## config.mk

```make
export PLATFORM = sky130hd
export DESIGN_NAME = board_port_scheduler_flat
export DESIGN_NICKNAME = d
export VERILOG_FILES = /design/src/rtl/board_port_scheduler_if.sv /design/src/rtl/board_port_scheduler.sv /design/src/flat_wrapper.sv
export SDC_FILE = /design/constraint.sdc
export NUM_CORES = 1
export LEC_CHECK = 0
export BUFFER_PORTS_ARGS = -buffer_cell sky130_fd_sc_hd__buf_2
export CAP_MARGIN = 20
export CORE_ASPECT_RATIO = 0.75
export CORE_MARGIN = 8
export CORE_UTILIZATION = 44
export CTS_BUF_LIST = sky130_fd_sc_hd__clkbuf_16
export DETAILED_ROUTE_END_ITERATION = 10
export PLACE_DENSITY = 0.86
export SYNTH_ARGS = -nofsm -noshare
export SYNTH_HDL_FRONTEND = slang
export SYNTH_SLANG_ARGS = --single-unit
export TNS_END_PERCENT = 100
```

## constraint.sdc

```tcl
create_clock -name clk_in -period 2.6 [get_ports clk_in]
set_input_delay 0.52 -clock clk_in [delete_from_list [all_inputs] [get_ports clk_in]]
set_output_delay 0.52 -clock clk_in [all_outputs]
set_load 0.02 [all_outputs]
```

## src/rtl/board_port_scheduler_if.sv

```systemverilog
// Engine request port and single-port board memory port shared by the scheduler.
// Engine handshake: an access is taken in every cycle where eng_req_in and eng_ack_out are both high.
// eng_addr_in, eng_we_in and eng_wdata_in must be valid in that cycle. Reads return in order on eng_rvalid_out.
interface board_port_scheduler_if #(
  parameter int LOG_BOARD_SIZE = 9
);
  localparam int AW = 2 * LOG_BOARD_SIZE;

  logic          eng_req_in;
  logic          eng_we_in;
  logic [AW-1:0] eng_addr_in;
  logic          eng_wdata_in;
  logic          eng_ack_out;
  logic          eng_rvalid_out;
  logic          eng_rdata_out;

  logic [AW-1:0] mem_addr_out;
  logic          mem_we_out;
  logic          mem_wdata_out;
  logic          mem_rdata_in;

  // Scheduler side: serves the engine and drives the memory.
  modport master (
    input  eng_req_in, eng_we_in, eng_addr_in, eng_wdata_in, mem_rdata_in,
    output eng_ack_out, eng_rvalid_out, eng_rdata_out,
    output mem_addr_out, mem_we_out, mem_wdata_out
  );

  // Environment side: the update engine plus the board memory.
  modport slave (
    output eng_req_in, eng_we_in, eng_addr_in, eng_wdata_in, mem_rdata_in,
    input  eng_ack_out, eng_rvalid_out, eng_rdata_out,
    input  mem_addr_out, mem_we_out, mem_wdata_out
  );
endinterface

```

## src/rtl/board_port_scheduler.sv

```systemverilog
// Shares the board memory between display fetches (absolute priority) and the update engine.
// The module also paces generation launches to frame boundaries.
module board_port_scheduler #(
  parameter int LOG_BOARD_SIZE = 9,
  parameter int MEM_LATENCY    = 2
) (
  input  logic                  clk_in,
  input  logic                  rst_n_in,
  input  logic [10:0]           hcount_in,
  input  logic [9:0]            vcount_in,
  input  logic                  run_in,
  input  logic                  step_in,
  input  logic [4:0]            period_in,
  output logic                  gen_start_out,
  input  logic                  gen_done_in,
  board_port_scheduler_if.master bus,
  output logic                  cell_alive_out,
  output logic                  busy_out,
  output logic [15:0]           gen_count_out,
  output logic                  overrun_out,
  output logic                  dbg_state_out
);

  localparam int          AW         = 2 * LOG_BOARD_SIZE;
  localparam int          BOARD_SIZE = 1 << LOG_BOARD_SIZE;
  localparam logic [10:0] H_LIMIT    = 11'(BOARD_SIZE);
  localparam logic [9:0]  V_LIMIT    = 10'(BOARD_SIZE);

  typedef enum logic {ST_IDLE = 1'b0, ST_RUN = 1'b1} state_t;
  typedef enum logic [1:0] {TAG_NONE = 2'd0, TAG_DISP = 2'd1, TAG_ENG_RD = 2'd2} tag_t;

  state_t        r_state;
  state_t        w_state_nxt;
  logic          r_step_pending;
  logic [4:0]    r_frame_cnt;
  logic [15:0]   r_gen_count;
  logic          r_overrun;
  logic [AW-1:0] r_mem_addr;
  logic          r_mem_we;
  logic          r_mem_wdata;
  tag_t          r_tag [MEM_LATENCY+1];
  logic          r_cell_alive;
  logic          r_eng_rvalid;
  logic          r_eng_rdata;

  logic          w_disp_slot;
  logic          w_fb;
  logic [4:0]    w_period_m1;
  logic          w_launch_ok;
  logic          w_launch;
  logic          w_eng_slot;
  logic          w_eng_ack;
  logic [AW-1:0] w_disp_addr;
  tag_t          w_tag_in;
  tag_t          w_tag_ret;

  assign w_disp_slot = (hcount_in < H_LIMIT) && (vcount_in < V_LIMIT);
  assign w_fb        = (hcount_in == 11'd0) && (vcount_in == V_LIMIT);
  assign w_disp_addr = {vcount_in[LOG_BOARD_SIZE-1:0], hcount_in[LOG_BOARD_SIZE-1:0]};
  assign w_period_m1 = (period_in == 5'd0) ? 5'd0 : period_in - 5'd1;
  assign w_launch_ok = r_step_pending || (run_in && (r_frame_cnt >= w_period_m1));
  assign w_launch    = (r_state == ST_IDLE) && w_fb && w_launch_ok;
  assign w_eng_ack   = bus.eng_req_in & w_eng_slot;

  always_ff @(posedge clk_in or negedge rst_n_in) begin
    if (!rst_n_in) begin
      r_state <= ST_IDLE;
    end else begin
      r_state <= w_state_nxt;
    end
  end

  // done wins over a coincident frame boundary; the next launch waits for the following boundary
  always_comb begin
    w_state_nxt = r_state;
    case (r_state)
      ST_IDLE: if (w_fb && w_launch_ok) w_state_nxt = ST_RUN;
      ST_RUN:  if (gen_done_in)         w_state_nxt = ST_IDLE;
      default:                          w_state_nxt = ST_IDLE;
    endcase
  end

  always_comb begin
    gen_start_out = 1'b0;
    busy_out      = 1'b0;
    w_eng_slot    = 1'b0;
    case (r_state)
      ST_IDLE: gen_start_out = rst_n_in & w_fb & w_launch_ok;
      ST_RUN: begin
        busy_out   = 1'b1;
        w_eng_slot = ~w_disp_slot;
      end
      default: ;
    endcase
  end

  // A step that lands on the launch cycle stays pending for the next boundary.
  always_ff @(posedge clk_in or negedge rst_n_in) begin
    if (!rst_n_in) begin
      r_step_pending <= 1'b0;
      r_frame_cnt    <= 5'd0;
      r_gen_count    <= 16'd0;
      r_overrun      <= 1'b0;
    end else begin
      r_step_pending <= step_in | (r_step_pending & ~w_launch);
      if (w_launch) begin
        r_frame_cnt <= 5'd0;
      end else if ((r_state == ST_IDLE) && w_fb && (r_frame_cnt != 5'd31)) begin
        r_frame_cnt <= r_frame_cnt + 5'd1;
      end
      if ((r_state == ST_RUN) && gen_done_in) begin
        r_gen_count <= r_gen_count + 16'd1;
      end else if ((r_state == ST_RUN) && w_fb) begin
        r_overrun <= 1'b1;
      end
    end
  end

  always_ff @(posedge clk_in or negedge rst_n_in) begin
    if (!rst_n_in) begin
      r_mem_addr  <= '0;
      r_mem_we    <= 1'b0;
      r_mem_wdata <= 1'b0;
    end else if (w_disp_slot) begin
      r_mem_addr  <= w_disp_addr;
      r_mem_we    <= 1'b0;
      r_mem_wdata <= 1'b0;
    end else if (w_eng_ack) begin
      r_mem_addr  <= bus.eng_addr_in;
      r_mem_we    <= bus.eng_we_in;
      r_mem_wdata <= bus.eng_wdata_in;
    end else begin
      r_mem_we    <= 1'b0;
    end
  end

  always_comb begin
    w_tag_in = TAG_NONE;
    if (w_disp_slot) begin
      w_tag_in = TAG_DISP;
    end else if (w_eng_ack && !bus.eng_we_in) begin
      w_tag_in = TAG_ENG_RD;
    end
  end

  // Stage MEM_LATENCY lines up with the cycle in which mem_rdata_in is valid.
  always_ff @(posedge clk_in or negedge rst_n_in) begin
    if (!rst_n_in) begin
      for (int i = 0; i <= MEM_LATENCY; i++) r_tag[i] <= TAG_NONE;
    end else begin
      r_tag[0] <= w_tag_in;
      for (int i = 1; i <= MEM_LATENCY; i++) r_tag[i] <= r_tag[i-1];
    end
  end

  assign w_tag_ret = r_tag[MEM_LATENCY];

  always_ff @(posedge clk_in or negedge rst_n_in) begin
    if (!rst_n_in) begin
      r_cell_alive <= 1'b0;
      r_eng_rvalid <= 1'b0;
      r_eng_rdata  <= 1'b0;
    end else begin
      r_cell_alive <= (w_tag_ret == TAG_DISP) & bus.mem_rdata_in;
      r_eng_rvalid <= (w_tag_ret == TAG_ENG_RD);
      r_eng_rdata  <= (w_tag_ret == TAG_ENG_RD) & bus.mem_rdata_in;
    end
  end

  assign bus.eng_ack_out    = w_eng_ack;
  assign bus.eng_rvalid_out = r_eng_rvalid;
  assign bus.eng_rdata_out  = r_eng_rdata;
  assign bus.mem_addr_out   = r_mem_addr;
  assign bus.mem_we_out     = r_mem_we;
  assign bus.mem_wdata_out  = r_mem_wdata;
  assign cell_alive_out     = r_cell_alive;
  assign gen_count_out      = r_gen_count;
  assign overrun_out        = r_overrun;
  assign dbg_state_out      = r_state;

endmodule

```

## src/flat_wrapper.sv

```systemverilog
// flat-port wrapper written by rule: the top's interface ports become plain ports
module board_port_scheduler_flat 
#(
  parameter int LOG_BOARD_SIZE = 9,
  parameter int MEM_LATENCY    = 2
)
  (clk_in, rst_n_in, hcount_in, vcount_in, run_in, step_in, period_in, gen_start_out, gen_done_in, cell_alive_out, busy_out, gen_count_out, overrun_out, dbg_state_out, bus_eng_req_in, bus_eng_we_in, bus_eng_addr_in, bus_eng_wdata_in, bus_mem_rdata_in, bus_eng_ack_out, bus_eng_rvalid_out, bus_eng_rdata_out, bus_mem_addr_out, bus_mem_we_out, bus_mem_wdata_out);
  board_port_scheduler_if #(.LOG_BOARD_SIZE(LOG_BOARD_SIZE)) bus_i ();
  input  logic clk_in;
  input  logic rst_n_in;
  input  logic [10:0] hcount_in;
  input  logic [9:0] vcount_in;
  input  logic run_in;
  input  logic step_in;
  input  logic [4:0] period_in;
  output logic gen_start_out;
  input  logic gen_done_in;
  output logic cell_alive_out;
  output logic busy_out;
  output logic [15:0] gen_count_out;
  output logic overrun_out;
  output logic dbg_state_out;
  input wire logic [$bits(bus_i.eng_req_in)-1:0] bus_eng_req_in;
  input wire logic [$bits(bus_i.eng_we_in)-1:0] bus_eng_we_in;
  input wire logic [$bits(bus_i.eng_addr_in)-1:0] bus_eng_addr_in;
  input wire logic [$bits(bus_i.eng_wdata_in)-1:0] bus_eng_wdata_in;
  input wire logic [$bits(bus_i.mem_rdata_in)-1:0] bus_mem_rdata_in;
  output wire logic [$bits(bus_i.eng_ack_out)-1:0] bus_eng_ack_out;
  output wire logic [$bits(bus_i.eng_rvalid_out)-1:0] bus_eng_rvalid_out;
  output wire logic [$bits(bus_i.eng_rdata_out)-1:0] bus_eng_rdata_out;
  output wire logic [$bits(bus_i.mem_addr_out)-1:0] bus_mem_addr_out;
  output wire logic [$bits(bus_i.mem_we_out)-1:0] bus_mem_we_out;
  output wire logic [$bits(bus_i.mem_wdata_out)-1:0] bus_mem_wdata_out;
  assign bus_i.eng_req_in = bus_eng_req_in;
  assign bus_i.eng_we_in = bus_eng_we_in;
  assign bus_i.eng_addr_in = bus_eng_addr_in;
  assign bus_i.eng_wdata_in = bus_eng_wdata_in;
  assign bus_i.mem_rdata_in = bus_mem_rdata_in;
  assign bus_eng_ack_out = bus_i.eng_ack_out;
  assign bus_eng_rvalid_out = bus_i.eng_rvalid_out;
  assign bus_eng_rdata_out = bus_i.eng_rdata_out;
  assign bus_mem_addr_out = bus_i.mem_addr_out;
  assign bus_mem_we_out = bus_i.mem_we_out;
  assign bus_mem_wdata_out = bus_i.mem_wdata_out;
  board_port_scheduler #(.LOG_BOARD_SIZE(LOG_BOARD_SIZE), .MEM_LATENCY(MEM_LATENCY)) u_core (.clk_in(clk_in), .rst_n_in(rst_n_in), .hcount_in(hcount_in), .vcount_in(vcount_in), .run_in(run_in), .step_in(step_in), .period_in(period_in), .gen_start_out(gen_start_out), .gen_done_in(gen_done_in), .bus(bus_i), .cell_alive_out(cell_alive_out), .busy_out(busy_out), .gen_count_out(gen_count_out), .overrun_out(overrun_out), .dbg_state_out(dbg_state_out));
endmodule
```

Yosys cells after proc, flatten, opt, wreduce, memory -nomap -nowiden
Index checks and enable logic that the tools add are counted.
{"block": "classes", "addsub": 3, "n_mux": 17, "bitwise_logic": 11, "eq_ne": 4, "n_reduce_logical": 17, "order_cmp": 3}
{"op": "$mux W18", "n": 2}
{"op": "$add A16 B1 Y16 const B", "n": 1}
{"op": "$mux W5", "n": 3}
{"op": "$logic_not A11 Y1", "n": 1}
{"op": "$lt A11 B10 Y1 const B", "n": 1}
{"op": "$eq A10 B10 Y1 const B", "n": 1}
{"op": "$logic_and A1 B1 Y1", "n": 10}
{"op": "$lt A10 B10 Y1 const B", "n": 1}
{"op": "$mux W1", "n": 9}
{"op": "$and A1 B1 Y1", "n": 6}
{"op": "$add A5 B1 Y5 const B", "n": 1}
{"op": "$ge A5 B5 Y1", "n": 1}
{"op": "$logic_not A5 Y1", "n": 1}
{"op": "$ne A5 B5 Y1 const B", "n": 1}
{"op": "$sub A5 B1 Y5 const B", "n": 1}
{"op": "$mux W2", "n": 2}
{"op": "$not A1 Y1", "n": 4}
{"op": "$reduce_bool A2 Y1", "n": 2}
{"op": "$eq A2 B1 Y1 const B", "n": 1}
{"op": "$eq A2 B2 Y1 const B", "n": 1}
{"op": "$pmux W1 S2", "n": 1}
{"op": "$reduce_and A2 Y1", "n": 1}
{"op": "$logic_not A1 Y1", "n": 1}
{"op": "$logic_or A1 B1 Y1", "n": 1}
{"op": "$or A1 B1 Y1", "n": 1}
{"block": "totals", "in_bits": 53, "out_inout_bits": 44, "elab_cells": 69, "ff_bits": 53}

Longest topological paths before layout
{"block": "depth", "word_depth": 9, "depth_mapped": 12, "mapped_depth_nobuf": 12}

Worst setup path after synthesis
No wires, ideal clock.
{"block": "synth_path", "path_type": "input to output", "start": "input port period_in[0]", "end": "output port gen_start_out", "setup_slack_ns": -0.175, "cell_stages": 11, "required_time_ns": 2.080, "t_arrival_ns": 2.255, "n_path_buf": 0, "path_cell_list": "inv_1 ha_1 inv_1 or3_1 nor3_1 a21oi_1 ha_1 a21o_1 a21oi_1 o21ai_1 and3_1"}
{"block": "synth_via", "elab_chain_cells": 7, "elab_cells_between_ends": 8, "cone_classes": "add/sub (1); order compare (1); mux (2); bitwise (1); reduce/logical (3)"}
{"item": "start, declared", "line_no": "flat_wrapper.sv:15", "source": "input logic [4:0] period_in;"}
{"item": "$sub A5 B1 Y5 or $logic_not A5 Y1 (tied branches)", "line_no": "board_port_scheduler.sv:60", "source": "assign w_period_m1 = (period_in == 5'd0) ? 5'd0 : period_in - 5'd1;"}
{"item": "$mux W5 *", "line_no": "board_port_scheduler.sv:60"}
{"item": "$ge A5 B5 Y1 *", "line_no": "board_port_scheduler.sv:61", "source": "assign w_launch_ok = r_step_pending || (run_in && (r_frame_cnt >= w_period_m1));"}
{"item": "$logic_and A1 B1 Y1 *", "line_no": "board_port_scheduler.sv:61"}
{"item": "$logic_or A1 B1 Y1 *", "line_no": "board_port_scheduler.sv:61"}
{"item": "$and A1 B1 Y1 *", "line_no": "board_port_scheduler.sv:88", "source": "ST_IDLE: gen_start_out = rst_n_in & w_fb & w_launch_ok;"}
{"item": "$mux W1 *", "line_no": "board_port_scheduler.sv:87", "source": "case (r_state)"}
{"item": "end, declared", "line_no": "flat_wrapper.sv:16", "source": "output logic gen_start_out;"}
Every way passes the cells marked *; elsewhere a longest branch is shown, timed or not.

Worst setup path after layout
{"block": "layout_path", "start": "input port period_in[1]", "end": "output port gen_start_out"}
The elaborated chain is that of the path after synthesis.

==> flow_summary.rst <==
.. list-table::
   :header-rows: 1

   * - Metric
     - Value
   * - Post-DR vias/cell
     - 4.93
   * - Hold path cells
     - 0
   * - Data arrival time of the critical path
     - 2420 ps
   * - Critical register-to-register path endpoint
     - u_core.r_frame_cnt[3]
   * - Main area contributors after synthesis
     - dfrtp_1 53%, mux2i_1 7.3%, ha_1 5.0%
   * - Drt total wl
     - 6.40 mm
   * - Sw Pwr
     - 0.498 mW
   * - Most used cell along the critical path
     - a21oi_2
   * - Worst Path Buf+Inv
     - 4
   * - Post-synth ARST share
     - 1.00
   * - Initial detailed-routing violation count
     - 29
   * - Initial antenna violation count
     - 0
   * - Average cell area after synthesis
     - 10.6 sq um
   * - Part of the power in combinational logic
     - 0.169
   * - Worst Path Class, Setup
     - primary input to output port
   * - Number of global-route vias before repair
     - 2325
   * - Sequential cell area fraction in the yosys report
     - 0.535
   * - Slew at the pin closest to its max-slew limit
     - 643 ps
   * - Fraction of layout cells with a size suffix above 1
     - 0.410
   * - Sum of negative setup slack
     - -378 ps
   * - Final count of pins violating max slew
     - 0
   * - Sequential share of power
     - 0.490
   * - Setup repair after global routing missed its margin
     - true
   * - Antenna diode count
     - 0
   * - Final Hold Fails
     - 0
   * - Post-synth net total
     - 296
   * - Post-synthesis instance area
     - 0.00248 sq mm
   * - Floorplan die height
     - 81.0 um
   * - Overall die width
     - 103 um
   * - Row Count
     - 23
   * - Register clock-pin slew on the reported worst setup and hold paths
     - 70 ps
   * - CTS Root Cell
     - clkbuf_16
   * - Critical Path End Type
     - output port
   * - Number of flops mapped to enable cells by yosys
     - 0
   * - Upper clock frequency limit
     - 0.340 GHz
   * - Cell count after synthesis
     - 233
   * - Yosys top cell area share
     - 0.535
   * - Total gr overflow
     - 0
   * - Skew final
     - 4.70 ps
   * - Antenna violation net count after detailed routing
     - 0
   * - Result of the run
     - finished, violations left
   * - CORE AREA
     - 0.00538 sq mm
   * - Total power density per cell area
     - 545 mW/mm^2
   * - Deepest level of the CTS H-tree
     - 2
   * - Post-placement cell area
     - 0.00317 sq mm
   * - Routability-driven placement congestion ratio
     - 0.835
   * - Cell type with the largest total area after synthesis
     - dfrtp_1
   * - DR WL/cell
     - 15.2 um
   * - Via count
     - 2077
   * - Startpoint of the worst hold path
     - u_core.r_tag[5]
   * - Crit-path slowest cell
     - or3_4
   * - Maximum single-stage delay on the critical path
     - 380 ps
   * - Most used standard cells in the synthesized netlist
     - 53 x dfrtp_1, 31 x nand2_1, 20 x o21ai_0
   * - Inst Count DP
     - 410
   * - Cell chain of the critical path
     - buf_12 > inv_12 > ha_4 > inv_2 > or3_4 > nor3_4 > a21oi_2 > ha_1 > a21o_1 > a21oi_2 > o21ai_2 > and3_4 > buf_6
   * - Area grow syn2layout
     - 37.3%
   * - Cell with the most instances after synthesis
     - dfrtp_1
   * - Beginning of the worst register-to-register path
     - u_core.r_frame_cnt[0]
   * - Crit path time final
     - 2940 ps
   * - Total non-filler cell area in the finished layout
     - 0.00340 sq mm
   * - CP Data Required Time
     - 2080 ps
   * - Seq cells post-synth
     - 53
   * - Overall track demand over capacity in global routing
     - 0.160
   * - Endpoint of the worst hold path
     - u_core.r_tag[3]
   * - Hold buffers post-CTS
     - 0
   * - Main flop type after synthesis
     - dfrtp_1
   * - Placed wire-length estimate after detailed placement
     - 5.14 mm
   * - Net count reported at finish
     - 408
   * - Worst Setup Slack, final
     - -339 ps
   * - Port-buffer cells
     - 96
   * - Endpoints failing setup
     - 2
   * - Worst Path Max Fanout
     - 2
   * - CTS Buffer Depth
     - 2
   * - MaxCap Viol Count
     - 0
   * - Initial standard-cell utilization of the core
     - 0.461
   * - Static leakage power
     - 1.77 nW
   * - Flop-to-flop setup slack
     - 600 ps
   * - Distinct cell type count after synthesis
     - 36
   * - Detailed-router iteration count before antenna repair
     - 4
   * - Total CTS buffers
     - 5
   * - Worst Setup Start Kind
     - primary input
   * - First-pass GRT wire length
     - 10.5 mm
   * - Largest net degree at the start of global routing
     - 54
   * - Number of non-filler instances in the completed layout
     - 421
   * - Peak supply drop
     - 0.000367 V
   * - Clock insertion delay at the later pin of the skew report
     - 280 ps
   * - Clock share of power
     - 0.341
   * - Hold/Removal Path Class
     - register to register
   * - Period utilisation layout
     - 1.13
   * - Post-detailed-route DRC marker count
     - 0
   * - Failing checks
     - negative setup slack
   * - I/O pin count
     - 97
   * - Critical path's top delay family
     - simple AND/OR/NAND/NOR gates
   * - Worst-case headroom to the max-slew limit
     - 0.572
   * - Area of the die
     - 0.00832 sq mm
   * - YS warnings
     - 0
   * - CTS tree
     - done
   * - Count of cells along the worst register-to-register path
     - 8
   * - Share of total power consumed by net switching
     - 0.268
   * - Worst setup timing slack at the placement stage
     - -401 ps
   * - Internal Pwr Total
     - 1.36 mW
   * - TritonCTS Sinks
     - 53
layout by cell type (no fill, tap or decap), types with 2 or more instances in the layout:
cell | Yosys | layout
a21o_1 | 4 | 4
nand2_1 | 31 | 31
or3_4 | 1 | 2
and2_1 | 2 | 2
nor3_2 | 0 | 2
clkbuf_16 | 0 | 5
buf_2 | 2 | 93
a22o_1 | 3 | 3
mux2_2 | 3 | 3
nand4_1 | 4 | 4
xor2_1 | 6 | 6
nor2_1 | 11 | 11
nand3_1 | 7 | 7
a21oi_2 | 0 | 3
ha_1 | 10 | 8
o21ai_0 | 20 | 20
nor4_1 | 2 | 2
xnor2_1 | 9 | 9
and3_1 | 6 | 5
dfrtp_1 | 53 | 53
mux2i_1 | 18 | 18
nor3_1 | 9 | 6
buf_4 | 1 | 16
inv_1 | 9 | 6
buf_6 | 0 | 2
through the flow:
stage	utilization	power, mW	hold slack (ps)
final	0.633	1.85	354
after global routing	0.633	1.95	369
after CTS	0.628	1.87	358
after detailed placement	0.589	1.23	342
after global placement	0.589	1.22	333
after floorplan	-	1.07	224
worst max-delay path by stage:
stage	from	to	slack, ps	cells after the start
3_5_place_dp	period_in[1]	gen_start_out	-400	13
2_1_floorplan	period_in[1]	gen_start_out	-30	11
4_1_cts	period_in[1]	gen_start_out	-300	13
3_3_place_gp	period_in[1]	gen_start_out	-330	13
6_report	period_in[1]	gen_start_out	-340	13
5_1_grt	period_in[1]	gen_start_out	-410	13
layer usage:
layer | vias up | part of all wire | track usage
met4 | 0 | 0.010 | 0.0365
met2 | 82 | 0.44 | 0.256
met1 | 953 | 0.45 | 0.195
met5 | - | 0 | 0
li1 | 1033 | - | -
met3 | 9 | 0.099 | 0.0700
logic make-up (layout without fill, tap and decap cells):
group / after synthesis / in the layout / synth area share
mux: 21 / 21 / 0.0863
compound gates: 37 / 37 / 0.0888
buf+inv: 16 / 129 / 0.0267
flops: 53 / 53 / 0.535
simple gates: 81 / 81 / 0.160
fa+ha+maj: 10 / 10 / 0.0505
xor+xnor: 15 / 15 / 0.0530
worst reg2reg max path, stage by stage, from the launching register on:
cell,delay (ps)
dfrtp_1,410
inv_1,60
ha_1,270
nand2b_1,160
a31oi_2,220
o21ai_2,110
buf_4,160
or4_1,490
nand2_1,70
cell type report:
type / instances / area (sq um)
Clock buffer: 5 / 125
Clock inverter: 3 / 17.5
Fill cell: 433 / 1980
Inverter: 9 / 51.3
Multi-Input combinational cell: 164 / 1160
Sequential cell: 53 / 1330
Tap cell: 75 / 93.8
Timing Repair Buffer: 112 / 628
power groups by stage:
stage / registers, mW / logic [mW] / clock network (mW)
6_report: 0.909 / 0.314 / 0.632
4_1_cts: 0.909 / 0.313 / 0.648
2_1_floorplan: 0.986 / 0.0829 / 0
5_1_grt: 0.917 / 0.347 / 0.689
3_5_place_dp: 0.923 / 0.305 / 0
3_3_place_gp: 0.920 / 0.296 / 0
registers in the layout, indices dropped and copies added (netlist names), 2 cells and up:
signal and flops:
u_core.bus.mem_addr_out 18, u_core.gen_count_out 16, u_core.r_frame_cnt 5, u_core.r_tag 4, u_core.w_tag_ret 2
timing repair:
| item | CTS | global route |
|---|---|---|
| setup buffers | 4 | 1 |
| gates resized for setup | 11 | 5 |
| pin swaps | 8 | 6 |
| setup endpoints to repair | 2 | 6 |
Note: power is estimated with default switching activity, not from simulation.
